## config.mk

```make
export PLATFORM = sky130hd
export DESIGN_NAME = matrix_operand_feeder_flat
export DESIGN_NICKNAME = d
export VERILOG_FILES = /design/src/rtl/matrix_operand_feeder_if.sv /design/src/rtl/matrix_operand_feeder.sv /design/src/flat_wrapper.sv
export SDC_FILE = /design/constraint.sdc
export NUM_CORES = 1
export LEC_CHECK = 0
export ABC_AREA = 1
export BUFFER_PORTS_ARGS = -buffer_cell sky130_fd_sc_hd__buf_2
export CORE_ASPECT_RATIO = 1.4
export CORE_MARGIN = 2
export CORE_UTILIZATION = 30
export DETAILED_ROUTE_END_ITERATION = 16
export GPL_TIMING_DRIVEN = 0
export PLACE_DENSITY_LB_ADDON = 0.3
export REMOVE_ABC_BUFFERS = 1
export SLEW_MARGIN = 20
export SYNTH_ARGS = -nofsm -noshare
export SYNTH_HDL_FRONTEND = slang
export SYNTH_SLANG_ARGS = --single-unit
```

## constraint.sdc

```tcl
create_clock -name CLK -period 4.8 [get_ports CLK]
set_input_delay 0.24 -clock CLK [delete_from_list [all_inputs] [get_ports CLK]]
set_output_delay 0.24 -clock CLK [all_outputs]
set_load 0.1 [all_outputs]
```

## src/rtl/matrix_operand_feeder_if.sv

```systemverilog
// Bus between the operand feeder and its controller.
// Write port, run request and the registered operand stream toward the multiplier.
interface matrix_operand_feeder_if #(
  parameter int DW = 8
);
  logic          WR_EN;
  logic          WR_SEL;
  logic [1:0]    WR_ADDR;
  logic [DW-1:0] WR_DATA;
  logic          GO;
  logic          BUSY;
  logic          DONE;
  logic          START;
  logic [DW-1:0] A_OUT;
  logic [DW-1:0] B_OUT;
  logic [1:0]    RES_IDX;

  modport master (
    output WR_EN, WR_SEL, WR_ADDR, WR_DATA, GO,
    input  BUSY, DONE, START, A_OUT, B_OUT, RES_IDX
  );

  modport slave (
    input  WR_EN, WR_SEL, WR_ADDR, WR_DATA, GO,
    output BUSY, DONE, START, A_OUT, B_OUT, RES_IDX
  );
endinterface

```

## src/rtl/matrix_operand_feeder.sv

```systemverilog
// Stores 2x2 operand matrices A/B and streams the eight (A[i][k], B[k][j]) pairs on the
// multiplier's fixed sampling cadence. Optional FEEDER_ZERO_IDLE_EN zeroes operands outside RUN.
module matrix_operand_feeder #(
  parameter int DW  = 8,
  parameter int CYC = 3
) (
  input  logic                   CLK,
  input  logic                   NRST,
  matrix_operand_feeder_if.slave bus
);
  localparam int PHW = $clog2(CYC);

  typedef enum logic [2:0] {IDLE, STRT, SYNC, RUN, DONE_S} state_t;

  state_t         state;
  logic [DW-1:0]  ram_a [4];
  logic [DW-1:0]  ram_b [4];
  logic           started;
  logic [PHW-1:0] ph;
  logic           par;
  logic [2:0]     pair;
  logic           busy;
  logic           done;
  logic           start;
  logic [DW-1:0]  a_out;
  logic [DW-1:0]  b_out;
  logic [1:0]     res_idx;

  logic           ph_wrap;
  logic [2:0]     ld_idx;
  logic [DW-1:0]  ld_a;
  logic [DW-1:0]  ld_b;

  assign ph_wrap = (ph == PHW'(CYC - 1));

  // Pair n = {i,j,k}: A index {i,k}, B index {k,j}.
  always_comb begin
    // NOTE: default every always_comb output first so no path leaves it unassigned (no latch).
    ld_idx = 3'd0;
    if (state == RUN) ld_idx = pair + 3'd1;
    ld_a = ram_a[{ld_idx[2], ld_idx[0]}];
    ld_b = ram_b[{ld_idx[0], ld_idx[1]}];
  end

  always_ff @(posedge CLK or negedge NRST) begin
    if (!NRST) begin
      // NOTE: the operand RAM is reset on purpose; a run after reset must stream zeros.
      for (int k = 0; k < 4; k++) begin
        ram_a[k] <= '0;
        ram_b[k] <= '0;
      end
    end else if (state == IDLE && bus.WR_EN) begin
      if (bus.WR_SEL) ram_b[bus.WR_ADDR] <= bus.WR_DATA;
      else            ram_a[bus.WR_ADDR] <= bus.WR_DATA;
    end
  end

  always_ff @(posedge CLK or negedge NRST) begin
    if (!NRST) begin
      // NOTE: all sequential state uses non-blocking assignments so every register sees pre-edge values.
      state   <= IDLE;
      started <= 1'b0;
      ph      <= '0;
      par     <= 1'b0;
      pair    <= 3'd0;
      busy    <= 1'b0;
      done    <= 1'b0;
      start   <= 1'b0;
      a_out   <= '0;
      b_out   <= '0;
      res_idx <= 2'd0;
    end else begin
      start <= 1'b0;
      done  <= 1'b0;

      // Mirror of the multiplier's sample phase; runs forever once START has been issued.
      if (started) begin
        ph <= ph_wrap ? '0 : ph + PHW'(1);
        if (ph_wrap) par <= ~par;
      end

      case (state)
        IDLE: begin
          if (bus.GO) begin
            busy <= 1'b1;
            if (started) begin
              state <= SYNC;
            end else begin
              state <= STRT;
              start <= 1'b1;
            end
          end
        end

        STRT: begin
          started <= 1'b1;
          ph      <= '0;
          par     <= 1'b0;
          state   <= RUN;
          pair    <= 3'd0;
          a_out   <= ld_a;
          b_out   <= ld_b;
          res_idx <= 2'd0;
        end

        SYNC: begin
          // Enter RUN so pair 0 lands on the first product of an output.
          if (ph_wrap && par) begin
            state   <= RUN;
            pair    <= 3'd0;
            a_out   <= ld_a;
            b_out   <= ld_b;
            res_idx <= 2'd0;
          end
        end

        RUN: begin
          if (ph_wrap) begin
            if (pair == 3'd7) begin
              state <= DONE_S;
              done  <= 1'b1;
              busy  <= 1'b0;
`ifdef FEEDER_ZERO_IDLE_EN
              a_out <= '0;
              b_out <= '0;
`endif
            end else begin
              pair    <= ld_idx;
              a_out   <= ld_a;
              b_out   <= ld_b;
              res_idx <= {ld_idx[2], ld_idx[1]};
            end
          end
        end

        DONE_S: state <= IDLE;

        default: state <= IDLE;
      endcase
    end
  end

  assign bus.BUSY    = busy;
  assign bus.DONE    = done;
  assign bus.START   = start;
  assign bus.A_OUT   = a_out;
  assign bus.B_OUT   = b_out;
  assign bus.RES_IDX = res_idx;
endmodule

```

## src/flat_wrapper.sv

```systemverilog
// flat-port wrapper written by rule: the top's interface ports become plain ports
module matrix_operand_feeder_flat 
#(
  parameter int DW  = 8,
  parameter int CYC = 3
)
  (CLK, NRST, bus_WR_EN, bus_WR_SEL, bus_WR_ADDR, bus_WR_DATA, bus_GO, bus_BUSY, bus_DONE, bus_START, bus_A_OUT, bus_B_OUT, bus_RES_IDX);
  matrix_operand_feeder_if #(.DW(DW)) bus_i ();
  input  logic CLK;
  input  logic NRST;
  input wire logic [$bits(bus_i.WR_EN)-1:0] bus_WR_EN;
  input wire logic [$bits(bus_i.WR_SEL)-1:0] bus_WR_SEL;
  input wire logic [$bits(bus_i.WR_ADDR)-1:0] bus_WR_ADDR;
  input wire logic [$bits(bus_i.WR_DATA)-1:0] bus_WR_DATA;
  input wire logic [$bits(bus_i.GO)-1:0] bus_GO;
  output wire logic [$bits(bus_i.BUSY)-1:0] bus_BUSY;
  output wire logic [$bits(bus_i.DONE)-1:0] bus_DONE;
  output wire logic [$bits(bus_i.START)-1:0] bus_START;
  output wire logic [$bits(bus_i.A_OUT)-1:0] bus_A_OUT;
  output wire logic [$bits(bus_i.B_OUT)-1:0] bus_B_OUT;
  output wire logic [$bits(bus_i.RES_IDX)-1:0] bus_RES_IDX;
  assign bus_i.WR_EN = bus_WR_EN;
  assign bus_i.WR_SEL = bus_WR_SEL;
  assign bus_i.WR_ADDR = bus_WR_ADDR;
  assign bus_i.WR_DATA = bus_WR_DATA;
  assign bus_i.GO = bus_GO;
  assign bus_BUSY = bus_i.BUSY;
  assign bus_DONE = bus_i.DONE;
  assign bus_START = bus_i.START;
  assign bus_A_OUT = bus_i.A_OUT;
  assign bus_B_OUT = bus_i.B_OUT;
  assign bus_RES_IDX = bus_i.RES_IDX;
  matrix_operand_feeder #(.DW(DW), .CYC(CYC)) u_core (.CLK(CLK), .NRST(NRST), .bus(bus_i));
endmodule
```

; Word level (Yosys, flattened, before mapping)
; Cells that the tools add are included.
[totals]
register_bits = 95
elab_cells = 103
output_inout_bits = 21
[classes]
n_eq_ne = 10
addsub = 2
n_reduce_logical = 14
n_lt_le_gt_ge = 4
n_mux = 49
n_bitwise = 5
[op_table]
columns = operator, count
row1 = 2-to-1 mux 8 bit, 11
row2 = bitwise mux 32 bit, 2
row3 = one-hot mux 8 bit (3 select lines), 2
row4 = binary-select mux 8 bit (select 2 bit), 2
row5 = 2-to-1 mux 3 bit, 8
row6 = demux 8 bit (select 2 bit), 1
row7 = 2-to-1 mux 2 bit, 7
row8 = 2-to-1 mux 1 bit, 12
row9 = one-hot mux 3 bit (4 select lines), 1
row10 = AND reduction 4 bit, 3
row11 = greater-or-equal comparator 3 bit (second input constant), 3
row12 = inverter 2 -> 3 bit, 3
row13 = one-hot mux 3 bit (3 select lines), 1
row14 = equality test 3 x 2 -> 1 bit (second input constant), 2
row15 = inequality test 2 bit (second input constant), 3
row16 = one-hot mux 2 bit (3 select lines), 1
row17 = AND reduction 2 bit, 3
row18 = nonzero test 2 bit, 3
row19 = inequality test 2 x 1 -> 1 bit (second input constant), 2
row20 = adder 3 x 1 -> 3 bit (second input constant), 1
row21 = equality test 3 x 1 -> 1 bit (second input constant), 1
row22 = equality test 3 bit (second input constant), 1
row23 = logical AND 1 bit, 3
row24 = logical NOT 3 bit, 1
row25 = other kinds (6), 7

; Logic depth before layout (Yosys ltp)
; Gate-level depths: netlist of run 1.
[logic_depth]
word_depth = 9
ltp_mapped = 9
ltp_nobuf = 8

; Worst setup path before layout of run 1
; Ideal clock, no wire load.
[synth_timing]
path_type = register to register
startpoint = register u_core.pair[1]
endpoint = register u_core.b_out[0] (netlist: u_core.bus.B_OUT[0])
slack_ns = 3.247
t_required_ns = 4.680
stages_incl_launch_ff = 10
setup_time_ns = 0.120
synth_period_minus_slack_ns = 1.553
arrival_ns = 1.433
cell_sequence = dfrtp_1 ha_1 buf_2 inv_1 nor2_1 nand2_1 nand2_1 nand2_1 nand2_1 nand2_1
[synth_between]
elab_chain_len = 9
[synth_rtl]
columns = item, line
row1 = from (decl), matrix_operand_feeder.sv:21  ; logic [2:0] pair;
row2 = from (signal assigned), matrix_operand_feeder.sv:128  ; pair <= ld_idx;
row3 = adder 3 x 1 -> 3 bit, matrix_operand_feeder.sv:40  ; if (state == RUN) ld_idx = pair + 3'd1;
row4 = 2-to-1 mux 3 bit, matrix_operand_feeder.sv:40
row5 = inverter 2 -> 3 bit (implied by the code), matrix_operand_feeder.sv:42  ; ld_b = ram_b[{ld_idx[0], ld_idx[1]}];
row6 = binary-select mux 8 bit (select 2 bit), matrix_operand_feeder.sv:42
row7 = 2-to-1 mux 8 bit (implied by the code) (2 in a row), matrix_operand_feeder.sv:42
row8 = 2-to-1 mux 8 bit, matrix_operand_feeder.sv:119  ; if (pair == 3'd7) begin
row9 = 2-to-1 mux 8 bit, matrix_operand_feeder.sv:118  ; if (ph_wrap) begin
row10 = one-hot mux 8 bit (3 select lines), matrix_operand_feeder.sv:82  ; case (state)
row11 = to (signal assigned), matrix_operand_feeder.sv:102  ; b_out <= ld_b;
row12 = to (signal assigned), matrix_operand_feeder.sv:112  ; b_out <= ld_b;
row13 = to (signal assigned), matrix_operand_feeder.sv:130  ; b_out <= ld_b;
row14 = to (decl), matrix_operand_feeder.sv:26  ; logic [DW-1:0] b_out;
; Parallel ways exist; a longest one is shown, timed or not. The select of a mux whose other input is x is not followed.
; A chain may end at the register's enable or synchronous reset.

; Worst setup path after layout of run 1
[layout_timing]
startpoint = register u_core.pair[1]
endpoint = register u_core.b_out[4] (netlist: u_core.bus.B_OUT[4])
; Same word-level chain as after synthesis.

==> impl_results.md, run 1 <==
- Largest net degree at the start of global routing: between 70 and 80
- Sequential share of the synthesized area: a little over half
- RSZ-0062 raised after global routing: no
- Power consumption: between 0.0015 and 0.002 W
- Post-CTS Repair Setup Buffers: 0
- Share of the synthesized area in the top cell type: between 50 and 60%
- CTS tree: built
- Hold Violations, Final: 0
- GRT overflow: 0
- # rows: 52
- Starting Density: a little under a third
- Dpl hpwl: around 6700 um
- Global-route wire length before repair: between 15,000 and 20,000 um
- Startpoint types: flip-flop
- Synth warn: 0
- Max VDD drop: 0.000122 V
- Antenna cells: 0
- Cts repair resizes: 0
- PwrDens: 305 mW/mm2
- Num CTS Buffers: 9
- DIE AREA: ~0.016 mm2
- DR vias/cell: 4.48
- Avg Cell Area, Syn: 7.91 um2
- Initial antenna violation count: 0
- Core Region: around 0.014 mm2
- Detail Route Antenna Nets: 0
- Gpl congestion: 0.757
- Synth top area cells: dfrtp_1, nand2_1, o21ai_1
- Die X: between 100 and 150 um
- Slew HR: 38.2%
- Total number of H-tree levels: 3
- Status: finished clean
- CTS clock-pin slew for the worst setup and hold paths: roughly 0.060 ns
- Max Transition Viols Final: 0
- Crit-path max FO: 18
- IO buf count: 35
- Setup TNS Final: 0 ns
- Critical path type: reg2reg
- Via count: approximately 3,500
- Worst Skew: around 0.0061 ns
- Fin crit period: approximately 2.4 ns
- Synth unique cells: 21
- Clock root cell: clkbuf_16
- Post-synthesis register bit count: 93
- Ports: 36
- DR WL/cell: ~13 um
- Slew @ Worst Pin: 0.926 ns
- DRC Markers: 0
- R2R cell count: 8
- Drt pass-1 iters: 4
- Cell leakage power: about 2.5 nW
- Worst Path Arrival: 2.65 ns
- P&R area growth vs syn: 14.2%
- Die span in y: 147 um
- Worst-Skew Late Latency: roughly 0.34 ns
- Initial drt markers: ~170
- Fmax: around 410 MHz
- Final nets: ~600
- Number of global-route vias before repair: 3,362
- Min-Delay Path Depth: 3
- Yosys top cell by area: dfrtp_1
- Fillers: between 1,500 and 2,000
- Post-Syn Area: approximately 0.0044 mm2
- Hold WC Path Type: in2reg
- Layout cells sized above 1: 12.5%
- Setup violations, final: 0
- Clk buf depth: 2
- Final worst-path cycle share: 50.6%
- Required time worst endpoint: around 5 ns
- Post-synthesis cell count: about 550
- Clk sinks: 93
- DRT Wirelength: about 10,000 um
- Max_cap viols: 0
- Critical Path End Type: flip-flop
- GRT Total Usage: between 10% and 20%
[worst paths after layout]
| check | startpoint | end | slack [ns] |
|---|---|---|---|
| max | u_core.pair[1] | u_core.bus.B_OUT[4] | 2.37 |
| min | bus_GO | u_core.bus.START | 0.15 |
| max reg2reg | u_core.pair[1] | u_core.bus.B_OUT[4] | 2.37 |
| min reg2reg | u_core.bus.A_OUT[6] | u_core.bus.A_OUT[6] | 0.47 |
| max in group asynchronous | NRST | u_core.ram_a[30] | 3.88 |
| min in group asynchronous | NRST | u_core.ram_a[3] | 0.29 |
[repair_timing]
item,in CTS,in global routing
hold buffers,1,0
endpoints found under the hold margin,15,0
endpoints found under the setup margin,0,0
[Yosys cell counts]
library cell and count:
nand2_4 2, nand2_1 189, buf_6 3, inv_2 1, nor3_4 2, o22ai_1 2, o21ai_0 16, clkbuf_1 3
buf_4 3, buf_2 13, o21ai_1 60, nand4_1 1, inv_1 66, ha_1 2, nor2_2 1, or2_2 3
nand3_1 42, nand2_2 11, nor2_4 2, nor2_1 37, dfrtp_1 93
[report_power, final]
| group | leakage, nW | internal (W) | switching (W) |
|---|---|---|---|
| sequential | 1.28 | 0.000792 | 0.00000445 |
| clock | 0.132 | 0.000379 | 0.000292 |
| combinational | 1.14 | 0.0000158 | 0.0000375 |
[layer usage]
layer	GRT usage [%]	up-vias	wire, um
met1	17.3	1635	4490
met5	0	-	0
met3	3.02	11	371
met2	23.5	46	5120
met4	5.66	0	142
li1	-	1773	-
[worst max-delay path, stage by stage, from the launching register on]
cell and delay, ns:
dfrtp_1 0.42, ha_1 0.77, inv_1 0.09, nor2_1 0.65
nand2_1 0.10, nand2_1 0.10, nand2_1 0.05, nand2_1 0.07
nand2_1 0.06
[cell type report]
cell class | count | area, um2 | area share [%]
Sequential cell | 93 | 2330 | 46.7
Multi-Input combinational cell | 370 | 1650 | 33.2
Clock buffer | 13 | 260 | 5.22
Inverter | 67 | 251 | 5.05
Tap cell | 189 | 236 | 4.75
Timing Repair Buffer | 38 | 234 | 4.69
Clock inverter | 3 | 20.0 | 0.402
[registers in the layout, indices dropped and copies added (netlist names)]
name	cells
u_core.ph	2
u_core.bus.DONE	1
u_core.bus.BUSY	1
u_core.ram_a	32
u_core.par	1
u_core.ram_b	32
u_core.started	1
u_core.bus.START	1
u_core.pair	3
u_core.bus.A_OUT	8
u_core.state	3
u_core.bus.B_OUT	8
[cell usage in the layout, fill, tap and decap left out]
| master | Yosys | routed |
|---|---|---|
| ha_1 | 2 | 2 |
| buf_6 | 3 | 1 |
| inv_2 | 1 | 1 |
| o21ai_1 | 60 | 60 |
| nand2_4 | 2 | 2 |
| buf_8 | 0 | 1 |
| o22ai_1 | 2 | 2 |
| dlygate4sd3_1 | 0 | 1 |
| nor2_4 | 2 | 2 |
| nand2_2 | 11 | 11 |
| nor3_4 | 2 | 2 |
| nor2_2 | 1 | 1 |
| inv_1 | 66 | 66 |
| clkinvlp_4 | 0 | 2 |
| buf_16 | 0 | 1 |
| nand2_1 | 189 | 189 |
| nand3_1 | 42 | 42 |
| nor2_1 | 37 | 37 |
| buf_2 | 13 | 34 |
| clkbuf_16 | 0 | 9 |
| clkbuf_8 | 0 | 2 |
| clkbuf_1 | 3 | 2 |
| nand4_1 | 1 | 1 |
| or2_2 | 3 | 3 |
| o21ai_0 | 16 | 16 |
| dfrtp_1 | 93 | 93 |
| clkinv_2 | 0 | 1 |
[metrics by stage]
stage	instances	util [%]	hold slack, ns	area (um2)	worst slack, ns
global route	773	34.8	0.147	4980	2.14
CTS	772	34.7	0.135	4970	2.32
detailed placement	755	32.7	0.0824	4680	2.35
floorplan	530	-	-0.0556	4230	2.54
global placement	754	32.4	0.464	4640	2.36
finish	773	34.8	0.145	4980	2.37
[kinds of logic (layout without fill, tap and decap cells)]
logic type / after synthesis / in the layout / share of synthesized area [%]
DFF: 93 / 93 / 53.3
buffers and inverters: 89 / 121 / 8.80
AOI/OAI and AO/OA: 78 / 78 / 9.00
adders and majority gates: 2 / 2 / 0.573
and+or+nand+nor: 290 / 290 / 28.3
(Power assumes the default switching activity.)
==> run 2: changes to the inputs <==
--- a/config.mk
+++ b/config.mk
@@ -5,7 +5,7 @@
 export SDC_FILE = /design/constraint.sdc
 export NUM_CORES = 1
 export LEC_CHECK = 0
-export ABC_AREA = 1
+export ABC_AREA = 0
 export BUFFER_PORTS_ARGS = -buffer_cell sky130_fd_sc_hd__buf_2
 export CORE_ASPECT_RATIO = 1.4
 export CORE_MARGIN = 2
==> constraint.sdc (replaced) <==
create_clock -name CLK -period 2.5 [get_ports CLK]
set_input_delay 0.125 -clock CLK [delete_from_list [all_inputs] [get_ports CLK]]
set_output_delay 0.125 -clock CLK [all_outputs]
set_load 0.1 [all_outputs]
==> impl_results.md, run 2 <==
- Status: finished clean
- WHS: 0.0537 ns (-0.0917 ns)
- GRT overflow: 0 (unchanged)
- Critical path type: reg2reg
- Fmax: 436 MHz (+6.0%)
- DR vias/cell: 4.83 (+7.6%)
- Finished Cell Area: 0.00501 mm2 (+0.48%)
- Core Region: 0.0138 mm2 (-3.3%)
- CTS tree: built
- Clk buf depth: 2 (unchanged)
- Detail Route Antenna Nets: 0 (unchanged)
- Slew HR: 55.0% (+17 points)
- Startpoint types: flip-flop
- PwrDens: 627 mW/mm2 (+110%)
- Post-synthesis register bit count: 93 (unchanged)
- Max VDD drop: 0.000301 V (+150%)
- Crit-path max FO: 14 (-4)
- Die span in y: 145 um (-1.3%)
- Max_cap viols: 0 (unchanged)
- Count leader, synth: dfrtp_1
- Final nets: 376 (-37%)
- Avg Cell Area, Syn: 13.1 um2 (+66%)
- Fin crit period: 2.29 ns (-0.137 ns)
- Commonest non-fill, non-tap cell in the layout: dfrtp_1
- Slew @ Worst Pin: 0.675 ns (-0.251 ns)
- Layout cells sized above 1: 39.8% (+27 points)
- Required time worst endpoint: 2.78 ns (-2.25 ns)
- Antenna cells: 0 (unchanged)
- Clk sinks: 93 (unchanged)
- GR Util met1: 14.1% (-3.2 points)
- Ports: 36 (unchanged)
- Gpl congestion: 0.772 (+2.0%)
- Synth unique cells: 43 (+100%)
- DR WL/cell: 16.6 um (+27%)
- Largest regs: u_core.ram_a x32, u_core.ram_b x32
- CTS clock-pin slew for the worst setup and hold paths: 0.07 ns (about the same)
- Dpl hpwl: 6150 um (-8.3%)
- Drt pass-1 iters: 4 (unchanged)
- IO buf count: 35 (unchanged)
- Die X: 105 um (-1.3%)
- Critical Path End Type: flip-flop
- DP Cell Count: 530 (-30%)
- Initial drt markers: 161 (-2.4%)
- DRC Markers: 0 (unchanged)
- Total number of H-tree levels: 3 (unchanged)
- Num CTS Buffers: 9 (unchanged)
- DRT Wirelength: 9110 um (-10%)
- Busiest grt layer: met2
- Hold Violations, Final: 0 (unchanged)
- Share of the synthesized area in the top cell type: 54.8% (+1.5 points)
- Top cells by instance count after synthesis: dfrtp_1, mux2_2, mux2i_1, nand2_1, nor2_1
- Post-Syn Area: 0.00425 mm2 (-2.7%)
- Worst Skew: 0.00446 ns (-0.00166 ns)
- Global-route wire length before repair: 14,800 um (-12%)
- P&R area growth vs syn: 17.9%
- Final worst-path cycle share: 91.7% (+41 points)
- # rows: 51 (-1.9%)
- Primary FF master, synth: dfrtp_1
- Cell leakage power: 2.45 nW (-4.0%)
- Hold WC Path Type: in2reg
- Synth warn: 0 (unchanged)
- Synth top area cells: dfrtp_1, mux2_2, mux2i_1
- Largest net degree at the start of global routing: 60 (-24%)
- Worst-Skew Late Latency: 0.35 ns (about the same)
- GRT Total Usage: 12.9% (-1.0 points)
- Power consumption: 0.00314 W (+110%)
- DIE AREA: 0.0151 mm2 (-2.6%)
- Reg-to-reg slack, setup: 0.21 ns (-2.16 ns)
- RSZ-0062 raised after global routing: no
- Initial antenna violation count: 0 (unchanged)
- Via count: 2,649 (-24%)
- Final Non-Filler Cells: 549 (-29%)
- Post-synthesis cell count: 324 (-41%)
- Number of global-route vias before repair: 2,761 (-18%)
- Asr flop ratio synth: 100% (unchanged)
- Met2 usage: 23.0% (-0.47 points)
- Placed inst area: 0.00463 mm2 (-0.94%)
- Starting Density: 30.7% (+0.18 points)
- Worst Path Arrival: 2.57 ns (-0.08 ns)
- Setup violations, final: 0 (unchanged)
- Yosys top cell by area: dfrtp_1
- Sequential share of the synthesized area: 54.8% (+1.5 points)
- Post-synth EDFFs: 0 (unchanged)
- Most frequent cells in the layout: dfrtp_1, mux2_2, buf_2, mux2i_1, nand2_1
- Max Transition Viols Final: 0 (unchanged)
- Clock root cell: clkbuf_16
- Grt met3 use: 3.40% (+0.39 points)
## run 2: cell types whose count changed in the layout (fill, tap and decap cells not counted), moves of 5 or more
cell	change
nand2_1	-169
nand2_2	-11
o21ai_1	-60
inv_1	-53
nor2_1	-22
mux2_2	+78
mux2i_1	+21
nand2b_1	+5
o21ai_0	-12
o221ai_1	+9
nand3_1	-40
## run 2: kinds of logic after synthesis
kind of cell	count (synthesis)	share of synthesized area, %
muxes	101	26.2
and+or+nand+nor	70	9.96
AOI/OAI and AO/OA	28	5.07
buffers and inverters	29	3.24
adders and majority gates	2	0.589
DFF	93	54.8
xor gates and xnor gates	1	0.206
## run 2: final cells by class
cell class / count / area (um2)
tap: 185 / 231
clock buffer: 9 / 225
timing repair buffer: 40 / 274
clock inverter: 7 / 106
fill: 1354 / 8840
inverter: 13 / 48.8
multi-input combinational: 202 / 1790
sequential: 93 / 2330
## run 2: worst paths after layout
check                                       from  cells past startpoint                   to
worst max-delay path              u_core.pair[0]                      6  u_core.bus.A_OUT[1]
worst max register to register    u_core.pair[0]                      6  u_core.bus.A_OUT[1]
worst min-delay path                      bus_GO                      3     u_core.bus.START
max in group asynchronous                   NRST                      3       u_core.pair[0]
worst min register to register  u_core.ram_a[10]                      1     u_core.ram_a[10]
min in group asynchronous                   NRST                      2  u_core.bus.B_OUT[7]
## run 2: worst max-delay path, cell delays in order, from the launching register on
cell,delay (ns)
dfrtp_2,0.52
ha_1,0.26
ha_2,0.51
nand2b_1,0.24
and2_1,0.29
o221ai_1,0.23
mux2i_1,0.17
## run 2: stage by stage
step	setup WS (ns)	setup TNS [ns]	util, %
CTS	0.0885	0	36.1
detailed placement	-0.118	-0.594	33.5
finish	0.208	0	36.2
global placement	-0.623	-9.76	33.0
global route	0.0630	0	36.2
floorplan	-0.370	-4.80	-
## run 2: report_power, final
group | total [W] | switching, W | internal [W]
clock | 0.00151 | 0.000618 | 0.000893
sequential | 0.00153 | 0.00000826 | 0.00152
combinational | 0.0000976 | 0.0000623 | 0.0000353
total | 0.00314 | 0.000689 | 0.00245
## run 2: what timing repair did
action / in CTS / in global routing
setup endpoints to repair: 9 / 2
pin swaps: 1 / 0
hold buffers: 1 / 0
endpoints found under the hold margin: 34 / 0
resized for setup: 1 / 1
setup buffers: 2 / 0
## run 2: routing by layer
metal  part of all wire (%)  vias up
met3                    3.8       14
met2                     52       48
met4                    2.8        0
li1                       -     1243
met5                      0        -
met1                     42     1344
==> run 3: changes to the inputs <==
--- a/config.mk
+++ b/config.mk
@@ -13,7 +13,6 @@
 export DETAILED_ROUTE_END_ITERATION = 16
 export GPL_TIMING_DRIVEN = 0
 export PLACE_DENSITY_LB_ADDON = 0.3
-export REMOVE_ABC_BUFFERS = 1
 export SLEW_MARGIN = 20
 export SYNTH_ARGS = -nofsm -noshare
 export SYNTH_HDL_FRONTEND = slang
==> impl_results.md, run 3 (synthesis gave the netlist of run 2 again) <==
- Worst Skew: 0.00455 ns (+0.0000897 ns)
- Hold Violations, Final: 0 (unchanged)
- Final worst-path cycle share: 87.6% (-4.1 points)
- Antenna cells: 0 (unchanged)
- DIE AREA: 0.0151 mm2 (unchanged)
- Slowest cell on crit path: dfrtp_1
- Drt pass-1 iters: 4 (unchanged)
- Die span in y: 145 um (unchanged)
- Worst setup margin: 0.309 ns (+0.101 ns)
- Worst r2r src: u_core.pair[0]
- # rows: 51 (unchanged)
- Slew @ Worst Pin: 0.595 ns (-0.0805 ns)
- Global-route wire length before repair: 15,100 um (+2.1%)
- IO buf count: 33 (-5.7%)
- Reg-to-Reg End: u_core.bus.A_OUT[3]
- Min-Delay Startpoint: bus_GO
- Most frequent cells in the layout: dfrtp_1, mux2_2, buf_2, mux2i_1, nand2_1
- Reg-to-reg slack, setup: 0.31 ns (+0.10 ns)
- Number of global-route vias before repair: 2,797 (+1.3%)
- R2R cell count: 7 (+1)
- Clock root cell: clkbuf_16
- Critical path type: reg2reg
- Setup violations, final: 0 (unchanged)
- Dpl hpwl: 6510 um (+5.8%)
- Startpoint types: flip-flop
- Starting Density: 30.7% (unchanged)
- DP Cell Count: 543 (+2.5%)
- Critical Path End Type: flip-flop
- Clk buf depth: 2 (unchanged)
- DR vias/cell: 4.83 (about the same)
- Gpl congestion: 0.759 (-1.6%)
- Layout cells sized above 1: 39.0% (-0.80 points)
- Most used cell, CP: ha_1
- CTS clock-pin slew for the worst setup and hold paths: 0.06 ns (about the same)
- Utilization after layout: 36.4% (+0.20 points)
- Post-CTS Repair Setup Buffers: 0 (-2)
- Final Non-Filler Cells: 559 (+1.8%)
- Worst-path cell chain: ha_1, ha_1, nor3b_1, o21ai_0, a21oi_4, buf_6, mux2i_1
- PwrDens: 636 mW/mm2 (+1.5%)
- Cell leakage power: 2.47 nW (+1.0%)
- Via count: 2,698 (+1.8%)
- Crit-path max FO: 10 (-4)
- GRT overflow: 0 (unchanged)
- Clk sinks: 93 (unchanged)
- Largest net degree at the start of global routing: 74 (+23%)
- Fmax: 456 MHz (+4.6%)
- Total number of H-tree levels: 3 (unchanged)
- Hold WC Path Type: in2reg
- Pre-CTS worst setup slack: 0.0370 ns (+0.155 ns)
- Fin crit period: 2.19 ns (-0.101 ns)
- Setup TNS Final: 0 ns (unchanged)
- Initial antenna violation count: 0 (unchanged)
- Min-Delay Path Depth: 3 (unchanged)
- Detail Route Antenna Nets: 0 (unchanged)
- DR WL/cell: 16.7 um (+0.36%)
- DRT Wirelength: 9310 um (+2.2%)
- Final nets: 386 (+2.7%)
- Net count after synthesis: 341
- Required time worst endpoint: 2.77 ns (about the same)
- Core Region: 0.0138 mm2 (unchanged)
- Max Transition Viols Final: 0 (unchanged)
- Hold endpoint: u_core.state[1]
- Die X: 105 um (unchanged)
- Max_cap viols: 0 (unchanged)
- Worst Path Arrival: 2.46 ns (-0.11 ns)
- Slew HR: 60.4% (+5.4 points)
- DRC Markers: 0 (unchanged)
- Worst-Skew Late Latency: 0.34 ns (about the same)
- Power consumption: 0.00320 W (+2.0%)
- Largest regs: u_core.ram_a x32, u_core.ram_b x32
- Ports: 36 (unchanged)
- Max VDD drop: 0.000241 V (-20%)
- GRT Total Usage: 13.1% (+0.24 points)
- Status: finished clean
- Commonest non-fill, non-tap cell in the layout: dfrtp_1
- Initial drt markers: 84 (-48%)
- CTS tree: built
- RSZ-0062 raised after global routing: no
- P&R area growth vs syn: 18.5%
- Num CTS Buffers: 9 (unchanged)
- CP peak stage delay: 0.44 ns (-0.08 ns)
==> run 3: metrics by stage <==
step / area, um2 / hold WS, ns
finish: 5030 / 0.0695
global route: 5030 / 0.0768
CTS: 5030 / 0.0546
detailed placement: 4680 / -0.0126
global placement: 4640 / 0.413
floorplan: 4250 / -0.171
==> run 3: critical path: cells and delay by family, from the launching register on <==
kind	cells	cell delay [ns]
multiplexers	1	0.21
AO/OA/AOI/OAI	2	0.57
AND/OR/NAND/NOR	1	0.21
buffers and inverters	1	0.26
adder cells (fa/ha/maj)	2	0.43
flip-flops	1	0.44
==> run 3: layout make-up <==
class | instances | area, um2
sequential | 93 | 2330
inverter | 13 | 48.8
multi-input combinational | 202 | 1790
buffer | 15 | 86.3
clock inverter | 4 | 95.1
fill | 1401 | 8810
timing repair buffer | 35 | 209
clock buffer | 12 | 246
tap | 185 | 231
==> run 3: repair_timing <==
item | in CTS | in global routing
hold buffers | 1 | 0
endpoints found under the hold margin | 93 | 0
gates resized for setup | 0 | 3
setup endpoints to repair | 0 | 17
==> run 3: power by group <==
part / switching [W] / internal, W
registers: 0.00000832 / 0.00152
logic: 0.0000628 / 0.0000348
clock network: 0.000570 / 0.00100
==> run 3: routing by layer <==
layer  wire length (um)  global-route usage (%)
met1               4150                    16.0
met2               4700                    22.4
met3                293                    3.05
met4                176                    5.76
met5                  0                       0
==> run 3: worst max-delay path by stage <==
stage,end,cells past startpoint,startpoint
floorplan,u_core.bus.A_OUT[2],7,u_core.pair[0]
global placement,u_core.bus.A_OUT[6],7,u_core.pair[0]
detailed placement,u_core.bus.A_OUT[1],7,u_core.pair[0]
CTS,u_core.bus.A_OUT[6],7,u_core.pair[0]
global route,u_core.bus.A_OUT[5],7,u_core.pair[0]
finish,u_core.bus.A_OUT[3],7,u_core.pair[0]
